**config.mk**
```make
export PLATFORM = sky130hd
export DESIGN_NAME = instr_fetch_ctrl
export DESIGN_NICKNAME = d
export VERILOG_FILES = /design/src/rtl/instr_fetch_ctrl.sv
export SDC_FILE = /design/constraint.sdc
export NUM_CORES = 1
export LEC_CHECK = 0
export ABC_AREA = 0
export CAP_MARGIN = 20
export CORE_MARGIN = 5
export CORE_UTILIZATION = 45
export CTS_BUF_LIST = sky130_fd_sc_hd__clkbuf_8
export CTS_CLUSTER_SIZE = 40
export DETAILED_ROUTE_END_ITERATION = 8
export PLACE_DENSITY = 0.75
export SYNTH_ARGS = -nofsm -noshare
export SYNTH_HDL_FRONTEND = slang
export SYNTH_SLANG_ARGS = --single-unit
```
**constraint.sdc**
```tcl
create_clock -name clk -period 5.6 [get_ports clk]
set_clock_uncertainty 0.15 [all_clocks]
set_input_delay 0.84 -clock clk [delete_from_list [all_inputs] [get_ports clk]]
set_output_delay 0.84 -clock clk [all_outputs]
set_load 0.005 [all_outputs]
```
**src/rtl/instr_fetch_ctrl.sv**
```systemverilog
// instr_fetch_ctrl
//   Fetch sequencer for a byte-wide instruction memory. Reads four bytes per
//   instruction (big-endian, lowest address = most significant byte), builds
//   the 32-bit word and hands it to decode with a valid/ready handshake.
//   Handles redirects, stalls and misaligned or out-of-range fetch PCs.
//
// Ports
//   clk            rising-edge clock
//   reset          synchronous, active-low reset
//   stall          freezes fetch progress while high
//   redirect       load redirect_addr as the new PC (beats stall)
//   redirect_addr  redirect target
//   mem_addr       byte address to instruction memory (pc + byte count)
//   mem_rd         memory read strobe
//   mem_data       byte returned combinationally for mem_addr
//   instr          assembled instruction
//   instr_pc       PC of instr
//   instr_valid    instr/instr_pc hold a complete instruction
//   instr_ready    decode accepts the instruction
//   addr_fault     fetch halted on a bad address
//   pc             current fetch PC
module instr_fetch_ctrl #(
    parameter int unsigned MEM_BYTES = 128,
    parameter logic [31:0] RESET_PC  = 32'h0000_0000
) (
    input  logic        clk,
    input  logic        reset,
    input  logic        stall,
    input  logic        redirect,
    input  logic [31:0] redirect_addr,
    output logic [31:0] mem_addr,
    output logic        mem_rd,
    input  logic [7:0]  mem_data,
    output logic [31:0] instr,
    output logic [31:0] instr_pc,
    output logic        instr_valid,
    input  logic        instr_ready,
    output logic        addr_fault,
    output logic [31:0] pc
);

    typedef enum logic [1:0] {StFetch, StValid, StFault} state_e;

    state_e      state_q;
    logic [1:0]  byte_cnt_q;
    logic [31:0] pc_q;
    logic [31:0] instr_q;
    logic [31:0] instr_pc_q;
    logic        instr_valid_q;
    logic        addr_fault_q;
    // Low for the edge that first samples reset high, so the first read of
    // RESET_PC happens in the cycle after that edge.
    logic        run_q;

    logic [31:0] pc_plus4;

    // Word-aligned and the whole word lies inside memory. 33-bit compare so a
    // PC near the top of the address space cannot wrap into looking legal.
    function automatic logic legal_pc(input logic [31:0] a);
        legal_pc = (a[1:0] == 2'b00) && (({1'b0, a} + 33'd3) < 33'(MEM_BYTES));
    endfunction

    assign pc_plus4 = pc_q + 32'd4;

    assign mem_addr = pc_q + {30'd0, byte_cnt_q};
    assign mem_rd   = reset && run_q && (state_q == StFetch) && !stall;

    always_ff @(posedge clk) begin
        if (!reset) begin
            state_q       <= StFetch;
            byte_cnt_q    <= 2'd0;
            pc_q          <= RESET_PC;
            instr_q       <= 32'd0;
            instr_pc_q    <= 32'd0;
            instr_valid_q <= 1'b0;
            addr_fault_q  <= 1'b0;
            run_q         <= 1'b0;
        end else begin
            run_q <= 1'b1;
            if (redirect) begin
                // A handshake in this same cycle still completes: decode takes
                // the word at this edge, only the PC+4 step is overridden.
                instr_valid_q <= 1'b0;
                byte_cnt_q    <= 2'd0;
                pc_q          <= redirect_addr;
                if (legal_pc(redirect_addr)) begin
                    state_q      <= StFetch;
                    addr_fault_q <= 1'b0;
                end else begin
                    state_q      <= StFault;
                    addr_fault_q <= 1'b1;
                end
            end else begin
                unique case (state_q)
                    StFetch: begin
                        if (run_q && !stall) begin
                            unique case (byte_cnt_q)
                                2'd0: instr_q[31:24] <= mem_data;
                                2'd1: instr_q[23:16] <= mem_data;
                                2'd2: instr_q[15:8]  <= mem_data;
                                2'd3: instr_q[7:0]   <= mem_data;
                                default: ;
                            endcase
                            byte_cnt_q <= byte_cnt_q + 2'd1;
                            if (byte_cnt_q == 2'd3) begin
                                instr_pc_q    <= pc_q;
                                instr_valid_q <= 1'b1;
                                state_q       <= StValid;
                            end
                        end
                    end
                    StValid: begin
                        // Stall deliberately does not gate the handshake.
                        if (instr_ready) begin
                            instr_valid_q <= 1'b0;
                            pc_q          <= pc_plus4;
                            byte_cnt_q    <= 2'd0;
                            if (legal_pc(pc_plus4)) begin
                                state_q <= StFetch;
                            end else begin
                                state_q      <= StFault;
                                addr_fault_q <= 1'b1;
                            end
                        end
                    end
                    StFault: begin
                        // Parked until a legal redirect or reset.
                    end
                    default: begin
                        state_q <= StFault;
                    end
                endcase
            end
        end
    end

    assign instr       = instr_q;
    assign instr_pc    = instr_pc_q;
    assign instr_valid = instr_valid_q;
    assign addr_fault  = addr_fault_q;
    assign pc          = pc_q;

endmodule

```
* Word level (Yosys, flattened, before mapping)
Index checks and enable logic that the tools add are counted.
** Word-level totals
- Register bits after elaboration :: 103
- Latch bits :: 0
- RAM bits :: 0
- Bits in read-only memories :: 0
- Input bits :: 45
- Output and inout port bits :: 131
- Logic and storage cells :: 80
- Memories kept :: 0
** Operators by class
- Add/subtract/negate cells :: 5
- Multipliers :: 0
- Divide/modulo/power cells :: 0
- $lt $le $gt $ge :: 2
- Eq/ne operators :: 13
- Shifts and indexed selects :: 0
- Mux-type cells :: 23
- Bitwise operators :: 2
- Reduce and logical (&&, ||, !) cells :: 24
** Operator list (number)
- $mux 32 :: 3
- $add 32x2->33 const B :: 2
- $lt 33x8->1 const B :: 2
- $add 32x2->32 :: 1
- $add 32x3->32 const B :: 1
- $reduce_and 4->1 :: 6
- $mux 2 :: 8
- $mux 1 :: 9
- $logic_not 2->1 :: 4
- $eq 2x2->1 const B :: 3
- $logic_and 1x1->1 :: 6
- $ne 2x2->1 const B :: 3
- $ne 3x2->1 const B :: 2
- $pmux 2 s3 :: 1
- $reduce_and 3->1 :: 2
- $reduce_bool 2->1 :: 3
- $eq 2x1->1 const B :: 2
- $ne 2x1->1 const B :: 2
- $pmux 2 s2 :: 1
- $ne 3x3->1 const B :: 1
- $add 2x1->2 const B :: 1
- $not 1->1 :: 2
- $pmux 1 s2 :: 1
- $reduce_and 2->1 :: 1
- 2 further kinds :: 2

* Logic depth before layout (Yosys ltp)
- Word-level depth :: 8
- Depth in mapped cells :: 12
- Depth with buffers taken out :: 10

* Worst setup path after synthesis
Ideal clock, no wire load.
- Path kind :: reg-to-reg
- Start point :: register pc_q[2], in the netlist pc[2]
- End point :: register addr_fault_q, in the netlist addr_fault
- Setup time :: 0.128 ns
- Arrival time :: 3.275 ns
- Data required time :: 5.322 ns
- Slack :: 2.047 ns
- Cell stages (with the launch flop) :: 13
- Buffers on the path :: 2
- Clock period less this slack :: 3.553 ns
- Path through :: dfxtp_1 > ha_1 > nand4_1 > or4_1 > buf_2 > or3_1 > and2_4 > or4b_4 > buf_6 > nor4_2 > o211ai_1 > nor4_2 > a21oi_1
** Between the ends
- Word-level cells in the longest chain between the ends :: 6
** RTL lines
- start: declaration :: RTL line 46 : logic [31:0] pc_q;
- start signal: assignment :: RTL line 85 : pc_q <= redirect_addr;
- start signal: assignment :: RTL line 116 : pc_q <= pc_plus4;
- $add 32x3->32 :: RTL line 63 : assign pc_plus4 = pc_q + 32'd4;
- $add 32x2->33 :: RTL line 60 : legal_pc = (a[1:0] == 2'b00) && (({1'b0, a} + 33'd3) < 33'(MEM_BYTES));
- $lt 33x8->1 :: RTL line 60
- $logic_and 1x1->1 :: RTL line 60
- $ne 2x2->1 (no line)
- $reduce_and 3->1 (no line)
- end signal: assignment :: RTL line 76 : addr_fault_q <= 1'b0;
- end signal: assignment :: RTL line 88 : addr_fault_q <= 1'b0;
- end signal: assignment :: RTL line 91 : addr_fault_q <= 1'b1;
- end: declaration :: RTL line 50 : logic addr_fault_q;
Every way passes these cells.
A chain may end at the register's enable or synchronous reset.

* Worst setup path in the final report
- Start point :: register pc_q[2], in the netlist pc[2]
- End point :: output mem_addr[30]
** Between the ends
- Word-level cells in the longest chain between the ends :: 1
** RTL lines
- $add 32x2->32 :: RTL line 65 : assign mem_addr = pc_q + {30'd0, byte_cnt_q};
- end: declaration :: RTL line 31 : output logic [31:0] mem_addr,
Every way passes these cells.

==> results.toml <==
[outcome]
status = "complete, no violations"

[die]
start_util = 0.459
die_h_um = 132
ios = 176
die_width_um = 132
core_um2 = 14500
rows = 44
dieArea_um2 = 17400

[min_path]
holdPathStages = 2
min_from = "instr_pc[29]"
worstHoldPathType = "reg -> reg"
hold_end = "instr_pc[29]"

[detailed_routing]
drt-initial-drc-count = 500
vias_per_cell = 5.73
dr.pass1.iters = 5
routed_wl_um = 22200
drc = 0
wl_per_cell_um = 18.5
vias = 6898
ant_nets = 0

[synth]
synthArstFlopShare = 0
synth_edf_count = 0
yosysTopAreaCellShare = 0.309
synth-seq-cells = 103
syn_area_per_cell_um2 = 7.46
yosys.area.top_type = "dfxtp_1"
syn_inst = 895
yosysSeqAreaShare = 0.309
synth_area_um2 = 6670
yosysWarningCount = 0
synth_ff_type = "dfxtp_1"
ys_top_cells_by_area = "dfxtp_1 (31%), nand2_1 (10%), a21boi_0 (7.4%), xnor2_1 (5.0%), xor2_1 (4.9%)"
ys_types = 64
synth_fp_nets = 949

[critical_path]
cp.arrival_ns = 3.97
crit_type = "reg -> out"
crit_required_ns = 4.61
r2r_cells = 10
reg2reg_to = "state_q[1]"
crit_start = "pc[2]"
worst_setup_path_start_kind = "flop"
r2r-start = "pc[2]"
worstPathMaxFanout = 17
rrSetupSlack_ns = 0.90
worst_setup_path_end_kind = "primary output"

[global_route]
grt_pass1_vias = 6404
grt_overflow = 0
grt_max_degree = 101
antenna_found_initial = 0
track_usage = 0.247
grt_pass1_wl_um = 35200

[clock_tree]
post-cts-setup-buffers = 0
clk_latency_ns = 0.39
htree_levels = 3
clk_pin_slew_ns = 0.10
cts_hold_buf = 0
cts_root_buf = "clkbuf_8"
numCtsBuffers = 9
cts_tree = "yes"
cts_resized = 0
cts_sinks = 103
clockBufferDepth = 2

[final_layout]
nets = 1069
drive_above_1_share = 0.0412
diodes = 0
area_growth_pct = 28.9

[timing]
fin_setup_tns_ns = 0
maxSlewViolCount = 0
maxSlewHeadroom = 0.251
fmax_ghz = 0.202
finalCritPeriodShare = 0.886
fin_crit_ns = 4.96
tightestPinTransition_ns = 1.12
holdWs_ns = 0.318
finalSetupViolations = 0
rsz0062_at_grt = "false"
hold_viol_final = 0

[power_and_ir_drop]
p_per_area_nw_per_um2 = 184
ir_worst_vdd_uv = 102
p_leak_uw = 0.00282

[place]
hpwl_um = 16100
place_congestion = 0.920
port_buffers = 175

[job]
cap_violations = 0
## cells in the mapped netlist, types with 12 or more instances
cell type  count
nand2_1      177
dfxtp_1      103
a21boi_0      66
clkbuf_1      56
nor2_1        48
nand3_1       43
nor3_1        38
xnor2_1       38
and2_1        37
o21ai_0       37
xor2_1        37
nor4_1        19
a21oi_1       16
nand4_1       14
or3_1         12
## critical path, cell delays in order (launching register included)
cell             delay, ns
dfxtp_1               0.64
ha_1                  0.52
nand4_1               0.27
or4_1                 0.85
nor2_1                0.20
nand3_1               0.18
nor3_1                0.25
xor2_1                0.17
clkdlybuf4s50_1       0.51
## through the flow
| stage | utilization | power, uW | setup slack [ns] | cells | instance area [um^2] |
|---|---|---|---|---|---|
| after floorplan | - | 913 | 2.05 | 895 | 6670 |
| after global placement | 0.576 | 1040 | 1.09 | 1187 | 8370 |
| after detailed placement | 0.576 | 1040 | 0.955 | 1187 | 8370 |
| after CTS | 0.592 | 1590 | 0.663 | 1203 | 8600 |
| after global routing | 0.592 | 1640 | 0.357 | 1204 | 8600 |
| final | 0.592 | 1580 | 0.639 | 1204 | 8600 |
## registers in the layout, summed over array words and instances (netlist names)
register,cells
run_q,1
byte_cnt_q,2
state_q,2
instr,32
instr_valid,1
pc,32
addr_fault,1
instr_pc,32
## report_power, final
group	total, uW	internal [uW]	switching, uW
sequential	793	748	45.1
combinational	234	130	104
clock	551	268	284
## cell type report
type | count | area (um^2)
flip-flops and latches | 103 | 2060
clock buffers | 10 | 138
clock inverters | 6 | 91.3
repair buffers | 182 | 1790
inverters | 9 | 33.8
fillers | 1374 | 5930
multi-input cells | 710 | 4260
well taps | 184 | 230
## cell usage in the layout, fill, tap and decap left out, drive strengths merged, types with 3 or more instances in the layout
cell           instances
a211oi                11
a21boi                66
a21oi                 16
a22oi                  3
a31oi                  4
and2                  38
and3                  11
and4                   6
buf                    8
clkbuf                11
clkdlybuf4s50        173
dfxtp                103
ha                     8
inv                   12
mux2i                  4
nand2                177
nand2b                 5
nand3                 45
nand4                 15
nor2                  48
nor2b                  6
nor3                  38
nor4                  21
nor4b                  5
o211ai                 3
o21a                   5
o21ai                 37
o22ai                  4
o31ai                  4
or2                    5
or3                   12
or4                    8
xnor2                 38
xor2                  37
## layer usage
| metal | vias up | global-route usage | share of wire |
|---|---|---|---|
| met4 | 0 | 0.0971 | 0.029 |
| met3 | 45 | 0.0531 | 0.071 |
| met2 | 263 | 0.385 | 0.45 |
| met5 | - | 0 | 0 |
| met1 | 3236 | 0.335 | 0.45 |
| li1 | 3354 | - | - |
## how the worst max path moves through the flow
stage          cells past startpoint            to  slack [ns]
2_1_floorplan                     12    addr_fault        2.05
3_3_place_gp                      10    addr_fault        1.09
3_5_place_dp                      10    state_q[1]        0.96
4_1_cts                            8  mem_addr[30]        0.66
5_1_grt                            8  mem_addr[28]        0.36
6_report                           8  mem_addr[30]        0.64
## cell families (layout without fill, tap and decap cells)
kind of cell / Yosys count / in the layout / share of synthesized area
fa+ha+maj: 9 / 9 / 0.0180
mux: 6 / 6 / 0.00938
xor+xnor: 75 / 75 / 0.0984
compound gates: 172 / 172 / 0.177
simple gates: 448 / 448 / 0.335
buf+inv: 82 / 207 / 0.0533
flops: 103 / 103 / 0.309
(Power assumes the default switching activity.)
